$ cat config.mk
export PLATFORM = sky130hd
export DESIGN_NAME = xalu_seq
export DESIGN_NICKNAME = d
export VERILOG_FILES = /design/src/rtl/xalu_seq.sv
export SDC_FILE = /design/constraint.sdc
export NUM_CORES = 1
export LEC_CHECK = 0
export CAP_MARGIN = 20
export CORE_MARGIN = 1.5
export CORE_UTILIZATION = 58
export DETAILED_ROUTE_END_ITERATION = 10
export PLACE_DENSITY_LB_ADDON = 0.3
export SLEW_MARGIN = 20
export SYNTH_ARGS = -nofsm -noshare
export SYNTH_HDL_FRONTEND = slang
export SYNTH_SLANG_ARGS = --single-unit
$ cat constraint.sdc
create_clock -name clk -period 2.8 [get_ports clk]
set_input_delay 0.56 -clock clk [delete_from_list [all_inputs] [get_ports clk]]
set_output_delay 0.56 -clock clk [all_outputs]
set_load 0.005 [all_outputs]
$ cat src/rtl/xalu_seq.sv
// xalu_seq: sequenced signed ALU with ADD/SUB (single cycle), MUL (shift-add)
// and optional DIV (restoring), both iterative over W cycles on magnitudes.
// Optional feature macro: ALU_DIV_EN -- when defined, the divider datapath is
// built; when undefined, opcode 3 is reported as illegal.
//
// state | meaning
// ------+---------------------------------------------------------------
// IDLE  | out of reset, nothing computed yet, accepts a start
// RUN   | operation in progress, cnt counts remaining iterations
// FIN   | results/flags valid and held, accepts a back-to-back start
module xalu_seq #(
   parameter int W = 8
) (
   input  logic         clk,
   input  logic         rst,
   input  logic         alu_sel,
   input  logic         wr_enable,
   input  logic [W-1:0] first_nr,
   input  logic [W-1:0] second_nr,
   input  logic [3:0]   operation,
   output logic [W-1:0] result_lo,
   output logic [W-1:0] result_hi,
   output logic         busy,
   output logic         alu_done,
   output logic         ovf,
   output logic         err
);

   localparam logic [1:0] S_IDLE = 2'd0;
   localparam logic [1:0] S_RUN  = 2'd1;
   localparam logic [1:0] S_FIN  = 2'd2;

   localparam logic [3:0] OP_ADD = 4'd0;
   localparam logic [3:0] OP_SUB = 4'd1;
   localparam logic [3:0] OP_MUL = 4'd2;
`ifdef ALU_DIV_EN
   localparam logic [3:0] OP_DIV = 4'd3;
`endif

   localparam int CW = $clog2(W + 1);
   localparam logic [CW-1:0] CNT_ITER = CW'(W);

   logic [1:0]     state;
   logic [3:0]     op_q;
   logic [W-1:0]   a_q;
   logic [W-1:0]   b_q;
   logic [W-1:0]   mag_b;
   // MUL: {partial product high, multiplier shifting out}
   // DIV: {partial remainder, dividend shifting out / quotient shifting in}
   logic [2*W-1:0] prod;
   logic [CW-1:0]  cnt;

   logic           start;
   logic           iter_in;
   logic [W:0]     add_sum;
   logic [2*W-1:0] prod_nx;
   logic [2*W-1:0] mul_p;
   logic [W-1:0]   sum_ab;
   logic [W-1:0]   dif_ab;
   logic [W-1:0]   fin_lo;
   logic [W-1:0]   fin_hi;
   logic           fin_ovf;
   logic           fin_err;
`ifdef ALU_DIV_EN
   logic [W:0]     sub_shift;
   logic [W:0]     sub_diff;
   logic [W-1:0]   quo;
   logic [W-1:0]   rem;
`endif

   function automatic logic [W-1:0] mag_of(input logic [W-1:0] x);
      mag_of = x[W-1] ? ('0 - x) : x;
   endfunction

   assign start = alu_sel & wr_enable & (state != S_RUN);

   // Decide whether the incoming request needs the iterative datapath; a zero
   // divisor skips the iterations and is resolved in the single finish cycle.
   always_comb begin
      iter_in = (operation == OP_MUL);
`ifdef ALU_DIV_EN
      if ((operation == OP_DIV) && (second_nr != '0))
         iter_in = 1'b1;
`endif
   end

   // One iteration step of shift-add multiply or restoring divide.
   always_comb begin
      add_sum = {1'b0, prod[2*W-1:W]} + (prod[0] ? {1'b0, mag_b} : '0);
      prod_nx = {add_sum, prod[W-1:1]};
`ifdef ALU_DIV_EN
      sub_shift = {prod[2*W-1:W], prod[W-1]};
      sub_diff  = sub_shift - {1'b0, mag_b};
      if (op_q != OP_MUL) begin
         if (sub_diff[W])
            prod_nx = {sub_shift[W-1:0], prod[W-2:0], 1'b0};
         else
            prod_nx = {sub_diff[W-1:0], prod[W-2:0], 1'b1};
      end
`endif
   end

   // Final result and flags, applied on the edge that leaves RUN.
   always_comb begin
      fin_lo  = '0;
      fin_hi  = '0;
      fin_ovf = 1'b0;
      fin_err = 1'b0;
      sum_ab  = a_q + b_q;
      dif_ab  = a_q - b_q;
      mul_p   = (a_q[W-1] ^ b_q[W-1]) ? ('0 - prod) : prod;
`ifdef ALU_DIV_EN
      quo = (a_q[W-1] ^ b_q[W-1]) ? ('0 - prod[W-1:0]) : prod[W-1:0];
      rem = a_q[W-1] ? ('0 - prod[2*W-1:W]) : prod[2*W-1:W];
`endif
      case (op_q)
         OP_ADD: begin
            fin_lo  = sum_ab;
            fin_hi  = {W{sum_ab[W-1]}};
            fin_ovf = (a_q[W-1] == b_q[W-1]) && (sum_ab[W-1] != a_q[W-1]);
         end
         OP_SUB: begin
            fin_lo  = dif_ab;
            fin_hi  = {W{dif_ab[W-1]}};
            fin_ovf = (a_q[W-1] != b_q[W-1]) && (dif_ab[W-1] != a_q[W-1]);
         end
         OP_MUL: begin
            fin_lo = mul_p[W-1:0];
            fin_hi = mul_p[2*W-1:W];
         end
`ifdef ALU_DIV_EN
         OP_DIV: begin
            if (b_q == '0) begin
               fin_err = 1'b1;
               fin_lo  = '1;
               fin_hi  = a_q;
            end else begin
               // most-negative / -1: magnitude quotient 2^(W-1) already reads
               // back as the most-negative pattern, only the flag is extra
               fin_lo  = quo;
               fin_hi  = rem;
               fin_ovf = (a_q == {1'b1, {(W-1){1'b0}}}) && (b_q == '1);
            end
         end
`endif
         default: begin
            fin_err = 1'b1;
         end
      endcase
   end

   // Sequencer: accept starts in IDLE/FIN, iterate in RUN, hold results in FIN.
   always_ff @(posedge clk or negedge rst) begin
      if (!rst) begin
         state     <= S_IDLE;
         op_q      <= '0;
         a_q       <= '0;
         b_q       <= '0;
         mag_b     <= '0;
         prod      <= '0;
         cnt       <= '0;
         result_lo <= '0;
         result_hi <= '0;
         busy      <= 1'b0;
         alu_done  <= 1'b0;
         ovf       <= 1'b0;
         err       <= 1'b0;
      end else begin
         case (state)
            S_IDLE, S_FIN: begin
               if (start) begin
                  state    <= S_RUN;
                  op_q     <= operation;
                  a_q      <= first_nr;
                  b_q      <= second_nr;
                  mag_b    <= mag_of(second_nr);
                  prod     <= {{W{1'b0}}, mag_of(first_nr)};
                  cnt      <= iter_in ? CNT_ITER : '0;
                  busy     <= 1'b1;
                  alu_done <= 1'b0;
                  ovf      <= 1'b0;
                  err      <= 1'b0;
               end
            end
            S_RUN: begin
               if (cnt != '0) begin
                  prod <= prod_nx;
                  cnt  <= cnt - 1'b1;
               end else begin
                  state     <= S_FIN;
                  result_lo <= fin_lo;
                  result_hi <= fin_hi;
                  ovf       <= fin_ovf;
                  err       <= fin_err;
                  busy      <= 1'b0;
                  alu_done  <= 1'b1;
               end
            end
            default: begin
               state <= S_IDLE;
            end
         endcase
      end
   end

endmodule

# After elaboration in Yosys (flattened, before gate mapping)
# Cells that the tools add are included.
[word_totals] out_inout_bits=20 register_bits=70 elab_cells=78 in_bits=24
[classes] n_addsub=7 mux=28 reduce_logical=13 n_bitwise=4 eq_ne=13
[ops] operator="two-way mux 16 bit" n=3
[ops] operator="case mux 8 bit (3 select lines)" n=2
[ops] operator="case mux 16 bit (2 select lines)" n=1
[ops] operator="two-way mux 8 bit" n=3
[ops] operator="subtractor 1 x 16 -> 16 bit (first input constant)" n=1
[ops] operator="subtractor 1 x 8 -> 8 bit (first input constant)" n=2
[ops] operator="two-way mux 4 bit" n=3
[ops] operator="case mux 1 bit (2 select lines)" n=5
[ops] operator="adder 8 x 8 -> 9 bit" n=1
[ops] operator="adder 8 bit" n=1
[ops] operator="== test 4 x 2 -> 1 bit (second input constant)" n=2
[ops] operator="case mux 4 bit (2 select lines)" n=1
[ops] operator="subtractor 8 bit" n=1
[ops] operator="two-way mux 1 bit" n=7
[ops] operator="inequality test 2 bit (second input constant)" n=3
[ops] operator="AND reduction 2 bit" n=3
[ops] operator="AND reduction 3 bit" n=2
[ops] operator="== test 4 x 1 -> 1 bit (second input constant)" n=1
[ops] operator="logical NOT 4 bit" n=1
[ops] operator="two-way mux 2 bit" n=2
[ops] operator="case mux 2 bit (2 select lines)" n=1
[ops] operator="nonzero test 4 bit" n=1
[ops] operator="subtractor 4 x 1 -> 4 bit (second input constant)" n=1
[ops] operator="inequality test 1 bit" n=3
[ops] operator="12 further kinds" n=14

# Depth between registers and ports, before layout
# Gate-level depths: netlist of the first run.
[logic_depth] word_depth=6 ltp_mapped=11 mapped_depth_nobuf=10

# Worst setup path before layout of the first run
# Ideal clock, no wire load.
[synth_path] path_kind="register to register" startpoint="register prod[0]" endpoint="register prod[13]" setup_slack_ns=0.713 path_buffers=1 setup_ns=0.134 stages_incl_launch_ff=12 t_required_ns=2.666 arrival_ns=1.952 synth_period_minus_slack_ns=2.087 cell_sequence="dfrtp_1 clkbuf_1 and2_1 ha_1 inv_1 fa_1 nor2b_1 o21ai_0 nand2b_1 a31o_2 xnor2_1 o21ai_0"
[synth_via] elab_chain_len=4
[synth_lines] item="from (decl)" line_no="50" source="logic [2*W-1:0] prod;"
[synth_lines] item="from (signal assigned)" line_no="177" source="prod <= {{W{1'b0}}, mag_of(first_nr)};"
[synth_lines] item="from (signal assigned)" line_no="187" source="prod <= prod_nx;"
[synth_lines] item="two-way mux 8 bit" line_no="89" source="add_sum = {1'b0, prod[2*W-1:W]} + (prod[0] ? {1'b0, mag_b} : '0);"
[synth_lines] item="adder 8 x 8 -> 9 bit" line_no="89"
[synth_lines] item="two-way mux 16 bit" line_no="186" source="if (cnt != '0) begin"
[synth_lines] item="case mux 16 bit (2 select lines)" line_no="169" source="case (state)"
# No other way between the ends. The select of a mux whose other input is x is not followed.
# A chain may end at the register's enable or synchronous reset.

# Final worst setup path of the first run
[layout_path] startpoint="register prod[0]" endpoint="register prod[15]"
# Same word-level chain as after synthesis.

==> results of run 1 <==
## cells in the final DEF, fill, tap and decap left out, drive strengths merged, types with 4 or more instances in the layout
cell	netlist	final
inv	27	27
o31ai	9	9
and3	4	4
o21ai	45	45
or3	7	7
nor2	34	34
a21oi	33	33
nand2	87	87
dfrtp	69	69
nand3b	5	5
clkdlybuf4s50	0	42
clkbuf	16	11
nand3	7	7
nor3	6	6
ha	27	27
a22oi	9	9
xnor2	21	21
buf	6	12
o211ai	6	6
nor3b	5	5
xor2	14	14
a211oi	4	4
clkinv	0	4
a21o	7	7
and2	8	8
nor2b	7	7
nand2b	6	6
## registers in the layout, indices dropped and copies added (netlist names)
name / count
a_q: 8
op_q: 4
result_lo: 8
alu_done: 1
state: 2
prod: 16
result_hi: 8
busy: 1
mag_b: 7
b_q: 8
ovf: 1
cnt: 4
err: 1
## worst max-delay path by stage
stage / start / cells past startpoint / endpoint / slack (ns)
after detailed placement: cnt[0] / 8 / prod[1] / 0.23
final: prod[0] / 10 / prod[15] / 0.46
after global routing: a_q[4] / 7 / result_lo[7] / 0.15
after CTS: cnt[0] / 8 / prod[1] / 0.22
after global placement: second_nr[1] / 5 / mag_b[7] / 0.38
after floorplan: prod[0] / 11 / prod[13] / 0.71
## kinds of logic (layout without fill, tap and decap cells)
family          count (synthesis)  after routing  synth area share (%)
xor+xnor                       35             35                  6.97
compound gates                130            130                  18.8
buf+inv                        49             97                  4.29
flops                          69             69                  39.2
simple gates                  190            190                  21.0
mux                             3              3                 0.682
fa+ha+maj                      30             30                  9.04
## worst max-delay path, stage by stage, from the launching register on
cell and delay, ns:
dfrtp_1 0.59, and2_1 0.22, ha_1 0.18, inv_1 0.05, fa_1 0.38, nor2b_1 0.18
o21ai_0 0.10, nand2b_1 0.12, a31o_2 0.19, a21oi_1 0.07, o21ai_0 0.18
## metrics by stage
stage / cells / instance area (um2) / hold WS [ns]
after floorplan: 506 / 4400 / 0.264
after global placement: 637 / 4960 / 0.459
after detailed placement: 637 / 4960 / 0.474
after CTS: 653 / 5120 / 0.235
after global routing: 653 / 5120 / 0.270
final: 653 / 5120 / 0.223
## layer usage
metal / share of wire [%] / global-route usage (%) / vias up
met5: 0 / 0 / -
met4: 1.6 / 9.52 / 0
met3: 6.1 / 3.38 / 14
met2: 48 / 43.6 / 136
met1: 45 / 35.2 / 1812
li1: - / - / 1837
## power by group through the flow
stage,Combinational (mW),Clock [mW],Sequential (mW)
after global placement,3.04,0,1.85
final,3.21,0.699,1.87
after detailed placement,3.13,0,1.88
after floorplan,2.30,0,1.74
after global routing,3.56,0.745,1.93
after CTS,3.17,0.706,1.86
## cell type report
cell class | instances | share of cell area, %
Clock buffer | 11 | 2.57
Clock inverter | 5 | 0.538
Multi-Input combinational cell | 388 | 48.6
Inverter | 27 | 1.98
Sequential cell | 69 | 33.7
Tap cell | 99 | 2.42
Timing Repair Buffer | 54 | 10.2
## cells in the mapped netlist, types with 8 or more instances
cell type   n  area, um2
a21oi_1    33        165
a22oi_1     8       60.1
and2_1      8       50.1
clkbuf_1   16       60.1
dfrtp_1    69       1730
ha_1       27        338
inv_1      27        101
nand2_1    87        327
nor2_1     34        128
o21ai_0    44        220
o31ai_1     9       67.6
xnor2_1    21        184
xor2_1     14        123
## repair_timing
item	4_1_cts	5_1_grt
endpoints found under the hold margin	0	0
gates resized for setup	0	1
endpoints found under the setup margin	0	3
==> metrics, run 1 <==
share of layout cells above drive strength 1 7.22%; cell-internal power 3.19 mW; reg2reg start prod[0]; WP data arrival 2.60 ns; first-pass GRT wire length 17000 um; Period Utilization, post-route 83.7%; Max FO, Critical Path 13; CTS tree yes; crit end category register; total of max-cap violations 0; Synth Net Count 560; H-tree depth 3; number of distinct library cells after synthesis 54; DRC Markers 0; final core utilization 70.2%; post-route setup slack 0.455 ns; Worst EP required 3.06 ns; storage element area 1730 um2; Psw 2.59 mW; vias in the first global route 3577; RD Place Congestion 0.882; DRT Pass-1 Iters 5; Buffers on Ports 43; Fin. Hold Viols 0; unrepaired setup endpoints after global routing no; Pins Over Slew Limit 0; core area 7290 um2; CTS Sinks 69; Synth async-reset ratio 100%; DR iter-0 viols 319; site row count 31; GRT overflow 0; WL/cell 15.8 um; share of power burned in registers 32.4%; via count 3799; Routed WL 10300 um; total die area 8120 um2; Cell Pwr Density 1130 nW/um2; worst slew pin tran 0.797 ns; Switching Fraction 44.8%; hold buffers post-CTS 0; critical path type reg2reg; largest net degree at the start of global routing 44; Comb power frac 55.5%; peak supply drop 0.000545 V; maximum achievable frequency 426 MHz; top_reg_cell synth dfrtp_1; Avg Inst Size Synth 8.70 um2; Antenna Cells 0; Worst Skew 0.00872 ns; Reg clk slew, reported paths 0.07 ns; number of nets in the layout 603; area of the multi-input gates 2490 um2; worst-case reg-to-reg path depth 10; Syn. warnings 0; clock root cell clkbuf_8; Clock Latency Late Sink 0.35 ns; P&R area growth vs syn 16.3%; clk buf depth 2; Vias/cell 5.82; GRT Util Overall 26.3%; CTS Buf Count 9; Initial Util 60.3%; die width 90.1 um; Hold Path Class in2async; power after layout 5.78 mW; number of setup violations in the final report 0; outcome finished clean; Post-Syn Instances 506; initial antenna violation count 0; Top Ports 44; Setup TNS 0 ns; post-CTS setup buffers 0; post-route ant nets 0; # fillers 629; DPL Wire Length 7650 um; RR Endpoint prod[15]; CP Launch Type register; Leak 2.34 nW; #FFs+latches synth 69; sequential share of the synthesized area 39.2%; number of synthesized flops with an enable pin 0; flop2flop setup slack 0.46 ns; synthesized area 4400 um2; Rel. slew slack 46.5%; Final Critical Period 2.34 ns; Clk pwr share 12.1%; DP Worst Slack 0.235 ns; die height 90.1 um
(Power assumes the default switching activity.)
==> inputs of run 2 (changes only) <==
Settings changed: CORE_UTILIZATION 58 to 52.
Clock period 2.8 ns to 2.15 ns, I/O delays scaled along.
==> metrics, run 2 (synthesis results as in run 1) <==
Period Utilization, post-route 99.3%; flop2flop setup slack 0.02 ns; crit end category register; leading cell types in the layout, fill and taps excluded 87 x nand2_1, 67 x dfrtp_1, 42 x clkdlybuf4s50_1; site row count 33; peak supply drop 0.000912 V; Initial Util 53.6%; Leak 2.51 nW; RD Place Congestion 0.920; number of nets in the layout 631; CP Launch Type register; Comb power frac 58.0%; Routed WL 10900 um; worst-case reg-to-reg path depth 8; via count 3863; outcome finished clean; GRT Util Overall 26.3%; hold buffers post-CTS 0; RR Endpoint result_lo[4]; area of the multi-input gates 2580 um2; Psw 3.59 mW; Rel. slew slack 57.2%; total of max-cap violations 0; max reg flops 16; die width 95.0 um; WP data arrival 2.41 ns; Cell Pwr Density 1500 nW/um2; P&R area growth vs syn 24.7%; Top Ports 44; Switching Fraction 43.5%; DPL Wire Length 8300 um; CTS tree yes; Worst EP required 2.42 ns; final core utilization 66.8%; die height 95.0 um; most flop-heavy register prod; Final Critical Period 2.13 ns; storage element area 1730 um2; placed cell count 669; initial antenna violation count 0; Clock Latency Late Sink 0.36 ns; Fin. Hold Viols 0; Worst Skew 0.0121 ns; non-filler cells, final 687; Vias/cell 5.62; GRT overflow 0; CTS Buf Count 9; reg2reg start a_q[1]; maximum achievable frequency 469 MHz; power after layout 8.26 mW; post-route ant nets 0; largest net degree at the start of global routing 30; CTS Sinks 69; Reg clk slew, reported paths 0.08 ns; worst slew pin tran 0.638 ns; first-pass GRT wire length 17900 um; H-tree depth 3; Hold Path Class in2async; DR iter-0 viols 208; WL/cell 15.9 um; unrepaired setup endpoints after global routing yes; share of layout cells above drive strength 1 14.4%; share of power burned in registers 28.8%; DRC Markers 0; clock root cell clkbuf_8; most common cell after layout, fill and taps aside nand2_1; vias in the first global route 3683; critical path type reg2reg; Antenna Cells 0; # fillers 693; Pins Over Slew Limit 0; Buffers on Ports 43; core area 8220 um2; Max FO, Critical Path 5; number of setup violations in the final report 0; cell-internal power 4.67 mW; total die area 9020 um2; Fin Hold WS 0.0691 ns; clk buf depth 2; DRT Pass-1 Iters 5; Clk pwr share 13.2%
run 2: cell count changes in the layout (fill, tap and decap cells not counted), sizes merged:
cell / before / now
buf: 12 / 40
bufinv: 0 / 1
clkbuf: 11 / 10
clkinv: 4 / 3
inv: 27 / 28
run 2: layer usage:
layer	up-vias	track usage (%)	part of all wire [%]
li1	1891	-	-
met1	1852	35.1	45
met2	105	43.6	50
met3	15	3.38	4.0
met4	0	9.70	1.7
met5	-	0	0
run 2: area by class of cell:
cell class                      instances  area share, %
Multi-Input combinational cell        388           47.1
Clock buffer                           10           2.51
Clock inverter                          6           1.12
Timing Repair Buffer                   82           13.5
Sequential cell                        69           31.5
Inverter                               27           1.85
Tap cell                              105           2.39
run 2: repair_timing:
item                                    in CTS  in global routing
buffers inserted                             0                  2
pin swaps                                    0                  7
gates cloned                                 0                  0
endpoints found under the setup margin      11                 18
gates resized for setup                      6                 20
run 2: metrics by stage:
step                worst slack (ns)  TNS, ns  area (um2)
floorplan                     0.0633        0        4400
detailed placement            -0.140   -0.245        5170
finish                        0.0156        0        5490
global route                 -0.0662   -0.202        5490
CTS                          0.00357        0        5390
global placement             -0.0952  -0.0952        5170
run 2: how the worst max path moves through the flow:
stage,cells after the start,slack [ns],startpoint,end
3_3_place_gp,5,-0.1,second_nr[1],mag_b[7]
2_1_floorplan,11,0.06,prod[0],prod[13]
6_report,8,0.02,a_q[1],result_lo[4]
3_5_place_dp,5,-0.14,second_nr[1],mag_b[7]
4_1_cts,8,0.004,b_q[4],ovf
5_1_grt,11,-0.07,b_q[0],prod[13]
run 2: worst max-delay path: stages (launching register included):
cell,delay (ns)
dfrtp_2,0.45
buf_4,0.15
fa_2,0.39
nor2b_1,0.15
o21bai_1,0.12
nor3b_1,0.36
nor3_2,0.06
nand3b_1,0.20
a21oi_1,0.18
run 2: power by group through the flow:
stage / Combinational [mW] / Clock (mW) / Sequential [mW]
6_report: 4.79 / 1.09 / 2.38
2_1_floorplan: 3.00 / 0 / 2.27
3_5_place_dp: 4.47 / 0 / 2.38
5_1_grt: 5.28 / 1.14 / 2.46
4_1_cts: 4.56 / 1.10 / 2.36
3_3_place_gp: 4.32 / 0 / 2.34
==> inputs of run 3 (changes only) <==
Settings changed: CTS_CLUSTER_SIZE set to 24, RECOVER_POWER set to 25.
==> metrics, run 3 (synthesis results as in run 1) <==
max reg flops 16; post-route ant nets 0; DR iter-0 viols 192; Period Utilization, post-route 97.5%; Reg clk slew, reported paths 0.08 ns; leading cell types in the layout, fill and taps excluded 87 x nand2_1, 67 x dfrtp_1, 42 x clkdlybuf4s50_1; Max stage delay on crit path 0.45 ns; DRC Markers 0; Leak 2.50 nW; largest net degree at the start of global routing 30; total of max-cap violations 0; Rel. slew slack 17.9%; GRT Util Overall 26.3%; CTS Buf Count 9; H-tree depth 3; RD Place Congestion 0.920; number of setup violations in the final report 0; Max FO, Critical Path 5; worst-path cell with the longest stage delay dfrtp_2; # fillers 696; vias in the first global route 3683; CTS tree yes; Initial Util 53.6%; site row count 33; via count 3870; CP bufs+invs 1; Buffers on Ports 43; outcome finished clean; start point of the critical path a_q[1]; most common cell after layout, fill and taps aside nand2_1; crit end category register; Final Critical Period 2.10 ns; CP Launch Type register; number of nets in the layout 631; worst slew pin tran 1.23 ns; Vias/cell 5.63; first-pass GRT wire length 17900 um; Hold Path Class in2async; DRT Pass-1 Iters 4; Clock Latency Late Sink 0.36 ns; WL/cell 15.9 um; initial antenna violation count 0; unrepaired setup endpoints after global routing yes; critical path type reg2reg; Setup TNS 0 ns; Top Ports 44; CP top delay family simple AND/OR/NAND/NOR gates; Worst Skew 0.0117 ns; core area 8220 um2; DP Worst Slack -0.140 ns; clk buf depth 2; post-route setup slack 0.0538 ns; GRT overflow 0; P&R area growth vs syn 24.0%; peak supply drop 0.000914 V; most flop-heavy register prod; placed cell count 669; DPL Wire Length 8300 um; maximum achievable frequency 477 MHz; Routed WL 10900 um; hold buffers post-CTS 0; Antenna Cells 0; non-filler cells, final 687; Pins Over Slew Limit 0; Fin Hold WS 0.310 ns; total die area 9020 um2; CTS Sinks 69; clock root cell clkbuf_8; Fin. Hold Viols 0; final core utilization 66.4%; share of layout cells above drive strength 1 14.3%; die width 95.0 um; Cell Pwr Density 1510 nW/um2; WP data arrival 2.38 ns; cell breakdown of the critical path buf_4 > fa_2 > nor2b_1 > o21bai_1 > nor3b_1 > nor3_2 > nand3b_1 > a21oi_1; Worst EP required 2.43 ns; reg2reg start a_q[1]; die height 95.0 um
## run 3: cell types whose count changed in the layout (fill, tap and decap cells not counted), sizes merged
cell / change
buf: -3
clkbuf: +3
## run 3: what timing repair did
| item | in CTS | in global routing |
|---|---|---|
| endpoints found under the setup margin | 11 | 18 |
| gates resized for setup | 6 | 20 |
| setup buffers | 0 | 2 |
| pin swaps | 0 | 7 |
## run 3: path summary, 6_finish.rpt
| path | to | slack, ns | depth (start not counted) |
|---|---|---|---|
| max reg2reg | result_lo[4] | 0.05 | 8 |
| max | result_lo[4] | 0.05 | 8 |
| min reg2reg | mag_b[2] | 0.48 | 2 |
| min in group clk | mag_b[2] | 0.48 | 2 |
| max in group asynchronous | a_q[1] | 0.59 | 2 |
| min | ovf | 0.31 | 1 |
## run 3: metal layers
| metal | global-route usage (%) | wire length, um |
|---|---|---|
| met2 | 43.6 | 5430 |
| met5 | 0 | 0 |
| met3 | 3.38 | 441 |
| met4 | 9.70 | 193 |
| met1 | 35.1 | 4860 |
## run 3: final cells by class
type	count	area (um2)	share of cell area (%)
Inverter	27	101	1.86
Clock buffer	10	138	2.52
Clock inverter	6	61.3	1.12
Sequential cell	69	1730	31.7
Timing Repair Buffer	82	712	13.1
Tap cell	105	131	2.41
Multi-Input combinational cell	388	2580	47.3
## run 3: where the power goes
group / leakage [nW] / switching, mW / internal, mW / total [mW]
logic: 1.52 / 2.54 / 2.24 / 4.78
registers: 0.876 / 0.527 / 1.86 / 2.38
clock network: 0.102 / 0.524 / 0.565 / 1.09
total: 2.50 / 3.60 / 4.66 / 8.26
## run 3: stage by stage
stage	total power, mW	instance area (um2)
final	8.26	5460
after detailed placement	6.85	5170
after CTS	8.02	5390
after global placement	6.66	5170
after global routing	8.88	5460
after floorplan	5.27	4400
